## src/rtl/dma_burst_engine.sv

```systemverilog
// Multi-beat DMA load/store engine: command port, word memory bus, rd/wr data streams.
// Build option DMA_STRIDE_EN: honour cmd_stride as the increment (else fixed at 1).
module dma_burst_engine #(
    parameter int ADDR_WIDTH   = 12,
    parameter int DATA_WIDTH   = 32,
    parameter int SIZE_WIDTH   = 8,
    parameter int MODE_WIDTH   = 4,
    parameter int STRIDE_WIDTH = 4
) (
    input  logic                    clk,
    input  logic                    rst,
    input  logic                    cmd_valid,
    output logic                    cmd_ready,
    input  logic [ADDR_WIDTH-1:0]   cmd_addr,
    input  logic [SIZE_WIDTH-1:0]   cmd_size,
    input  logic [MODE_WIDTH-1:0]   cmd_mode,
    input  logic [STRIDE_WIDTH-1:0] cmd_stride,
    output logic                    mem_req,
    output logic                    mem_we,
    output logic [ADDR_WIDTH-1:0]   mem_addr,
    output logic [DATA_WIDTH-1:0]   mem_wdata,
    input  logic                    mem_gnt,
    input  logic                    mem_rvalid,
    input  logic [DATA_WIDTH-1:0]   mem_rdata,
    output logic                    rd_valid,
    output logic [DATA_WIDTH-1:0]   rd_data,
    input  logic                    rd_ready,
    input  logic                    wr_valid,
    input  logic [DATA_WIDTH-1:0]   wr_data,
    output logic                    wr_ready,
    output logic                    busy,
    output logic                    done,
    output logic                    err
);

    localparam logic [MODE_WIDTH-1:0] MODE_LOAD  = MODE_WIDTH'(1);
    localparam logic [MODE_WIDTH-1:0] MODE_STORE = MODE_WIDTH'(2);

    typedef enum logic [2:0] {
        IDLE,
        LD_REQ,
        LD_WAIT,
        LD_OUT,
        ST_IN,
        ST_REQ,
        DONE
    } state_t;

    state_t                  state_q;
    state_t                  state_d;
    logic [ADDR_WIDTH-1:0]   addr_q;
    logic [SIZE_WIDTH-1:0]   remain_q;
    logic [DATA_WIDTH-1:0]   data_q;
    logic                    err_q;
    logic [ADDR_WIDTH-1:0]   incr;
    logic                    cmd_fire;
    logic                    is_load;
    logic                    is_store;
    logic                    size_zero;
    logic                    last_beat;
    logic                    beat_done;

    assign cmd_fire  = cmd_valid && (state_q == IDLE);
    assign is_load   = (cmd_mode == MODE_LOAD);
    assign is_store  = (cmd_mode == MODE_STORE);
    assign size_zero = (cmd_size == '0);
    assign last_beat = (remain_q == SIZE_WIDTH'(1));

`ifdef DMA_STRIDE_EN
    logic [STRIDE_WIDTH-1:0] stride_q;

    always_ff @(posedge clk) begin
        if (rst) begin
            stride_q <= '0;
        end else if (cmd_fire) begin
            stride_q <= cmd_stride;
        end
    end

    assign incr = ADDR_WIDTH'(stride_q);
`else
    logic unused_stride;

    assign unused_stride = ^cmd_stride;
    assign incr          = ADDR_WIDTH'(1);
`endif

    always_ff @(posedge clk) begin
        if (rst) begin
            state_q <= IDLE;
        end else begin
            state_q <= state_d;
        end
    end

    // Illegal modes and empty commands both retire through DONE; err_q picks the pulse.
    always_comb begin
        state_d   = state_q;
        beat_done = 1'b0;
        unique case (state_q)
            IDLE: begin
                if (cmd_valid) begin
                    unique case (1'b1)
                        is_load:  state_d = size_zero ? DONE : LD_REQ;
                        is_store: state_d = size_zero ? DONE : ST_IN;
                        default:  state_d = DONE;
                    endcase
                end
            end
            LD_REQ: begin
                if (mem_gnt) begin
                    state_d = LD_WAIT;
                end
            end
            LD_WAIT: begin
                if (mem_rvalid) begin
                    state_d = LD_OUT;
                end
            end
            LD_OUT: begin
                if (rd_ready) begin
                    beat_done = 1'b1;
                    state_d   = last_beat ? DONE : LD_REQ;
                end
            end
            ST_IN: begin
                if (wr_valid) begin
                    state_d = ST_REQ;
                end
            end
            ST_REQ: begin
                if (mem_gnt) begin
                    beat_done = 1'b1;
                    state_d   = last_beat ? DONE : ST_IN;
                end
            end
            DONE: begin
                state_d = IDLE;
            end
            default: begin
                state_d = IDLE;
            end
        endcase
    end

    always_ff @(posedge clk) begin
        if (rst) begin
            addr_q   <= '0;
            remain_q <= '0;
            err_q    <= 1'b0;
        end else if (cmd_fire) begin
            addr_q   <= cmd_addr;
            remain_q <= cmd_size;
            err_q    <= !(is_load || is_store);
        end else if (beat_done) begin
            addr_q   <= addr_q + incr;
            remain_q <= remain_q - SIZE_WIDTH'(1);
        end
    end

    // One beat buffer serves both directions: read data out, or store data in.
    always_ff @(posedge clk) begin
        if (rst) begin
            data_q <= '0;
        end else if ((state_q == LD_WAIT) && mem_rvalid) begin
            data_q <= mem_rdata;
        end else if ((state_q == ST_IN) && wr_valid) begin
            data_q <= wr_data;
        end
    end

    assign cmd_ready = (state_q == IDLE);
    assign busy      = (state_q != IDLE);
    assign mem_req   = (state_q == LD_REQ) || (state_q == ST_REQ);
    assign mem_we    = (state_q == ST_REQ);
    assign mem_addr  = addr_q;
    assign mem_wdata = data_q;
    assign rd_valid  = (state_q == LD_OUT);
    assign rd_data   = data_q;
    assign wr_ready  = (state_q == ST_IN);
    assign done      = (state_q == DONE) && !err_q;
    assign err       = (state_q == DONE) && err_q;

endmodule

```

## config.mk

```make
export PLATFORM = sky130hd
export DESIGN_NAME = dma_burst_engine
export DESIGN_NICKNAME = d
export VERILOG_FILES = /design/src/rtl/dma_burst_engine.sv
export SDC_FILE = /design/constraint.sdc
export NUM_CORES = 1
export LEC_CHECK = 0
export CAP_MARGIN = 20
export CORE_MARGIN = 4
export CORE_UTILIZATION = 25
export CTS_BUF_LIST = sky130_fd_sc_hd__clkbuf_2
export DETAILED_ROUTE_END_ITERATION = 8
export HOLD_SLACK_MARGIN = 0.03
export PLACE_DENSITY = 0.65
export SYNTH_ARGS = -nofsm -noshare
export SYNTH_HDL_FRONTEND = slang
export SYNTH_SLANG_ARGS = --single-unit
export TNS_END_PERCENT = 10
```

## constraint.sdc

```tcl
create_clock -name clk -period 2.2 [get_ports clk]
set_clock_uncertainty 0.2 [all_clocks]
set_input_delay 0.55 -clock clk [delete_from_list [all_inputs] [get_ports clk]]
set_output_delay 0.55 -clock clk [all_outputs]
set_load 0.02 [all_outputs]
```

==> results of run 1 <==
-- per-stage QoR --
step	TNS, ns	hold WS [ns]	instances
floorplan	0	0.275	377
global placement	-1.98	0.299	702
detailed placement	-2.88	0.313	702
CTS	-0.296	0.332	713
global route	-0.596	0.342	714
finish	-0.0679	0.345	714
-- worst min path at each step --
stage	startpoint	slack [ns]	endpoint	depth (start not counted)
finish	remain_q[5]	0.34	remain_q[5]	2
global route	mem_rdata[1]	0.34	mem_wdata[1]	3
CTS	mem_rdata[17]	0.33	mem_wdata[17]	3
detailed placement	remain_q[5]	0.31	remain_q[5]	2
global placement	remain_q[7]	0.30	remain_q[7]	2
floorplan	err_q	0.28	err_q	2
-- worst min-delay path, stage by stage (launching register included) --
cell and delay (ns):
dfxtp_1 0.41, o31ai_1 0.07, a31oi_1 0.07
-- power by group --
group | leakage [µW] | total, µW | internal, µW | switching, µW
Sequential | 0.000463 | 1670 | 1370 | 308
Clock | 0.0000327 | 442 | 77.6 | 364
Combinational | 0.00167 | 3060 | 1390 | 1670
Total | 0.00217 | 5180 | 2830 | 2340
-- synth_stat cells, drive strengths merged, types with 7 or more instances --
master,number,area [µm²]
clkbuf,12,45.0
nand3,8,40.0
a21oi,16,87.6
nor2,42,158
inv,7,26.3
a211oi,38,285
mux2i,33,330
dfxtp,56,1120
or4,7,52.6
a31oi,10,62.6
nor3,7,51.3
buf,46,318
nand2,12,45.0
o21ai,19,98.9
-- per-layer routing --
| metal | GRT usage (%) | vias up | routed length, µm |
|---|---|---|---|
| li1 | - | 1689 | - |
| met1 | 18.0 | 1588 | 4670 |
| met2 | 25.5 | 99 | 5710 |
| met3 | 2.46 | 7 | 577 |
| met4 | 3.64 | 0 | 129 |
| met5 | 0 | - | 0 |
-- area by class of cell --
class	instances	area (µm²)	share of cell area, %
Antenna cell	1	2.50	0.0484
Timing Repair Buffer	214	1990	38.6
Tap cell	172	215	4.17
Multi-Input combinational cell	256	1740	33.7
Clock inverter	3	18.8	0.363
Clock buffer	5	25.0	0.484
Sequential cell	56	1140	22.1
Inverter	7	26.3	0.509
-- placed cells by master, fill, tap and decap left out, drive strengths merged, types with 7 or more instances in the layout --
| cell type | instances |
|---|---|
| a31oi | 10 |
| a211oi | 38 |
| inv | 7 |
| o21ai | 19 |
| nand2 | 12 |
| dlygate4sd2 | 75 |
| a21oi | 16 |
| nand3 | 8 |
| clkdlybuf4s50 | 94 |
| or4 | 7 |
| nor2 | 42 |
| buf | 44 |
| dfxtp | 56 |
| nor3 | 7 |
| mux2i | 33 |
-- sequential cells by signal, indices dropped and copies added, names as in the netlist --
register	cells
mem_addr	12
state_q	3
err_q	1
remain_q	8
mem_wdata	32
-- logic make-up (layout without fill, tap and decap cells) --
kind of cell,after synthesis,after routing,share of synthesized area (%)
other,0,1,0
XOR/XNOR,6,6,1.63
flip-flops,56,56,34.8
AND/OR/NAND/NOR,109,109,18.0
buffers and inverters,65,229,12.1
multiplexers,33,33,10.2
AO/OA/AOI/OAI,105,105,22.2
adder cells (fa/ha/maj),3,3,1.16
-- timing repair --
item                                    in CTS  in global routing
setup buffers                                3                  0
endpoints found under the setup margin      84                 12
pin swaps                                    1                  1
gates resized for setup                    130                  6
gates cloned                                 0                  0
==> run metrics, run 1 <==
CTS Buffer Depth 2; Clock Tree Root clkbuf_2; Site Rows 41; Worst R2R End mem_addr[7]; Most used DFF post-synth dfxtp_1; delay-heaviest family, CP flip-flops; crit path max fanout 5; Filler Cells Inserted 1310; total track usage between 10% and 20%; sequential-to-total area share from yosys stat 34.8%; Clock Sink Count 56; number of synthesized flops with an enable pin 0; worst hold path type reg2reg; leakage power ~0.0022 µW; worst setup path endpoint cmd_ready; worst reg2reg path depth 6; Final setup violation count 3; Worst Setup End Kind output pin; Vias/cell ~4.7; routed wire length 11100 µm; syn_nets 479; Mean Syn Cell Area 8.56 µm²; Die ar. 14800 µm²; Crit Path Class reg2out; TritonCTS clock tree built; routed len/inst 15.5 µm; initial antenna violation count 1; failing checks setup timing; synthesized cell area 3230 µm²; final hold vios 0; H-tree depth 2; Clock Latency Late Sink 0.49 ns; Die Width 122 µm; layout cell share with drive strength beyond 1 14.0%; R2R Setup Slk roughly 0.13 ns; RSZ-0062 raised after global routing yes; Final Cell Area 5160 µm²; Highest Clock Rate about 0.45 GHz; Die Y 122 µm; antenna viol nets, final 0; Final period util 102%; DRC 0; Layout Nets between 600 and 700; Worst-Margin Slew 0.397 ns; via count between 3000 and 4000; Async SR Flop Fraction 0%; slowest cell on the critical path dfxtp_4; PortBufs 178; vias in the first global route 3508; Critical Path RT approximately 1.5 ns; #FFs+latches synth 56; clock transition at the registers of the reported paths between 0.3 and 0.4 ns; post-layout util about two fifths; gr ovfl total 0; first-pass GRT wire length between 15000 and 20000 µm; slew margin rel. 73.3%; number of cells on the critical path 3; Placement Cell Area 5160 µm²; final worst slack -0.0368 ns; HPWL Detailed 8390 µm; CP Launch Type flip-flop; pre-CTS WS -0.276 ns; Synthesis Warnings 0; Max-cap violations 0; Worst Setup SP state_q[1]; P&R area growth vs syn 60.1%; total CTS buffers 5; total power 5180 µW; Worst EP arrival 1.49 ns; cells along the critical path or3_4, inv_2, buf_6; CP peak stage delay ~0.44 ns; CORE AREA between 10000 and 15000 µm²; Gate Count Post-Synth 377; PwrDens around 1000 nW/µm²; status finished, violations left; Worst IR Drop VDD approximately 0.32 mV; routability congestion estimate 0.835; CP bufs+invs 2; Yosys cell types between 50 and 60; worst r2r src state_q[1]; largest net degree at the start of global routing between 60 and 70; DRT iter0 DRCs 176; hold_buf cts 0; I/O Pins 183; first drt pass iteration count 4; Slew Viols, Final 0; Initial Util 25.6%; min Tclk post-route 2.24 ns
Note: power is estimated with default switching activity, not from simulation.
==> inputs of run 2 (changes only) <==
CTS_BUF_LIST = unset   (was sky130_fd_sc_hd__clkbuf_2)
==> run 2 against run 1 <==
Effect of this change:
- critical path type is now in2reg
- routed wire length decreased by 0.32%
- die area did not move
- register-to-register slack gained 0.12 ns
- the flow now finishes without violations
- global-route usage shrank 0.16 points
- via count shrank 0.47%
- worst setup slack improved by 0.077 ns
- highest routed layer unchanged
- maximum frequency increased by 3.6%
- flip-flop and latch count is the same
- count of clock-buffer cells in the layout did not move
- clock power up 85%
==> run metrics, run 2 (synthesized netlist as in run 1, its figures left out) <==
Multi-input gate area 1730 µm² (-0.72%); routed wire length 11100 µm (-0.32%); Clock Tree Root clkbuf_16; Layout Nets 639 (-0.47%); PortBufs 178 (unchanged); Worst-Margin Slew 0.402 ns (+0.00542 ns); worst r2r src state_q[1]; worst hold path type reg2reg; status complete, no violations; Initial Util 25.6% (unchanged); Clock Sink Count 56 (unchanged); most frequent cells in the layout clkdlybuf4s50_1, dfxtp_1, nor2_1; Site Rows 41 (unchanged); Final setup violation count 0 (-3); CORE AREA 12600 µm² (unchanged); HPWL Detailed 8390 µm (unchanged); DRC 0 (unchanged); Comb pwr share 56.5% (-2.6 points); number of flip-flops in the largest register 32 (unchanged); Die Width 122 µm (unchanged); Slew Viols, Final 0 (unchanged); WHS Path Cells 2 (unchanged); DRT iter0 DRCs 157 (-11%); via count 3367 (-0.47%); total power 5750 µW (+11%); Crit Path Class in2reg; CP peak stage delay 0.54 ns (+0.10 ns); cells along the critical path clkdlybuf4s50_1, or4_1, o21a_1, o311ai_2, o221a_1; commonest non-fill, non-tap cell in the layout clkdlybuf4s50_1; initial antenna violation count 0 (-1); largest net degree at the start of global routing 65 (unchanged); CP Launch Type primary input; Worst Setup End Kind flip-flop; setup bufs post-CTS 0 (-3); clock share of power 14.2% (+5.7 points); Final Cell Area 5310 µm² (+2.7%); Highest Clock Rate 0.463 GHz (+3.6%); hold_buf cts 0 (unchanged); Final period util 98.1% (-3.5 points); Die Y 122 µm (unchanged); Worst R2R End mem_addr[7]; Filler Cells Inserted 1265 (-3.4%); Sequential Power Share 29.3% (-3.1 points); PwrDens 1080 nW/µm² (+8.1%); leakage power 0.00188 µW (-13%); CTS Buffer Depth 2 (unchanged); vias in the first global route 3454 (-1.5%); total track usage 14.2% (-0.16 points); Clock Latency Late Sink 0.30 ns (-0.19 ns); P_int 3380 µW (+19%); routability congestion estimate 0.835 (unchanged); min-delay src remain_q[5]; Psw 2370 µW (+1.2%); P&R area growth vs syn 64.5%; Max-cap violations 0 (unchanged); I/O Pins 183 (unchanged); total CTS buffers 5 (unchanged); Worst EP arrival 2.21 ns (+0.72 ns); WHS Endpoint remain_q[5]; first drt pass iteration count 4 (unchanged); crit path max fanout 2 (-3); Placement Cell Area 5160 µm² (unchanged); clock transition at the registers of the reported paths 0.08 ns (-0.24 ns); worst reg2reg path depth 5 (-1); slew margin rel. 73.0% (-0.36 points); Sw Ratio 41.2% (-4.0 points); routed len/inst 15.6 µm (+0.25%); slowest cell on the critical path or4_1; TritonCTS clock tree built; R2R Setup Slk 0.25 ns (+0.12 ns); Vias/cell 4.74 (about the same); layout cell share with drive strength beyond 1 10.0% (-4.0 points); H-tree depth 2 (unchanged); RSZ-0062 raised after global routing yes; antenna cells 0 (-1); first-pass GRT wire length 17100 µm (-1.2%); Worst IR Drop VDD 0.378 mV (+19%); gr ovfl total 0 (unchanged); final hold vios 0 (unchanged); Fin Hold WS 0.324 ns (-0.0203 ns); min Tclk post-route 2.16 ns (-0.0775 ns); Die ar. 14800 µm² (unchanged); storage element area 1120 µm² (-1.4%); antenna viol nets, final 0 (unchanged); Critical Path RT 2.25 ns (+0.80 ns)
run 2: changes by cell type in the layout (fill, tap and decap cells not counted), moves of 4 or more:
| cell | before | now |
|---|---|---|
| buf_4 | 34 | 29 |
| clkbuf_16 | 0 | 5 |
| clkdlybuf4s50_1 | 94 | 169 |
| dfxtp_1 | 47 | 54 |
| dfxtp_2 | 6 | 2 |
| dlygate4sd2_1 | 75 | 4 |
run 2: repair_timing:
action,CTS,global route
resized for setup,10,9
pin swaps,0,0
setup endpoints to repair,9,7
run 2: area by class of cell:
type | instances | share of cell area, %
Multi-Input combinational cell | 256 | 32.6
Clock inverter | 3 | 0.354
Timing Repair Buffer | 211 | 39.0
Inverter | 7 | 0.495
Sequential cell | 56 | 21.2
Clock buffer | 5 | 2.36
Tap cell | 172 | 4.06
run 2: critical path, delay by kind of cell:
| family | cells | cell delay [ns] |
|---|---|---|
| AO/OA/AOI/OAI | 3 | 0.70 |
| buffers and inverters | 1 | 0.42 |
| AND/OR/NAND/NOR | 1 | 0.54 |
run 2: power groups by stage:
stage	sequential [µW]	combinational, µW	clock (µW)
floorplan	1920	1690	0
detailed placement	1700	3280	0
CTS	1690	3260	856
global placement	1690	3250	0
global route	1750	3490	876
finish	1690	3250	817
run 2: per-stage QoR:
| stage | setup TNS, ns | setup slack (ns) | utilization (%) | cells |
|---|---|---|---|---|
| CTS | -0.171 | -0.171 | 41.9 | 710 |
| global route | -0.0617 | -0.0392 | 42.0 | 710 |
| floorplan | 0 | 0.133 | - | 377 |
| global placement | -1.98 | -0.269 | 40.9 | 702 |
| finish | 0 | 0.0407 | 42.0 | 710 |
| detailed placement | -2.88 | -0.276 | 40.9 | 702 |
run 2: layer usage:
metal	global-route usage (%)	wire (µm)	up-vias
li1	-	-	1684
met1	17.9	4600	1564
met2	25.2	5620	113
met3	2.41	720	6
met4	3.36	108	0
met5	0	0	-
run 2: how the worst max path moves through the flow:
stage                 from    endpoint  slack [ns]  cells after the start
6_report       cmd_size[4]  state_q[2]        0.04                      5
2_1_floorplan   state_q[1]   cmd_ready        0.13                      4
4_1_cts         state_q[0]      mem_we       -0.17                      4
5_1_grt         state_q[1]         err       -0.04                      3
3_5_place_dp   cmd_size[4]  state_q[2]       -0.28                      5
3_3_place_gp   cmd_size[4]  state_q[2]       -0.27                      5
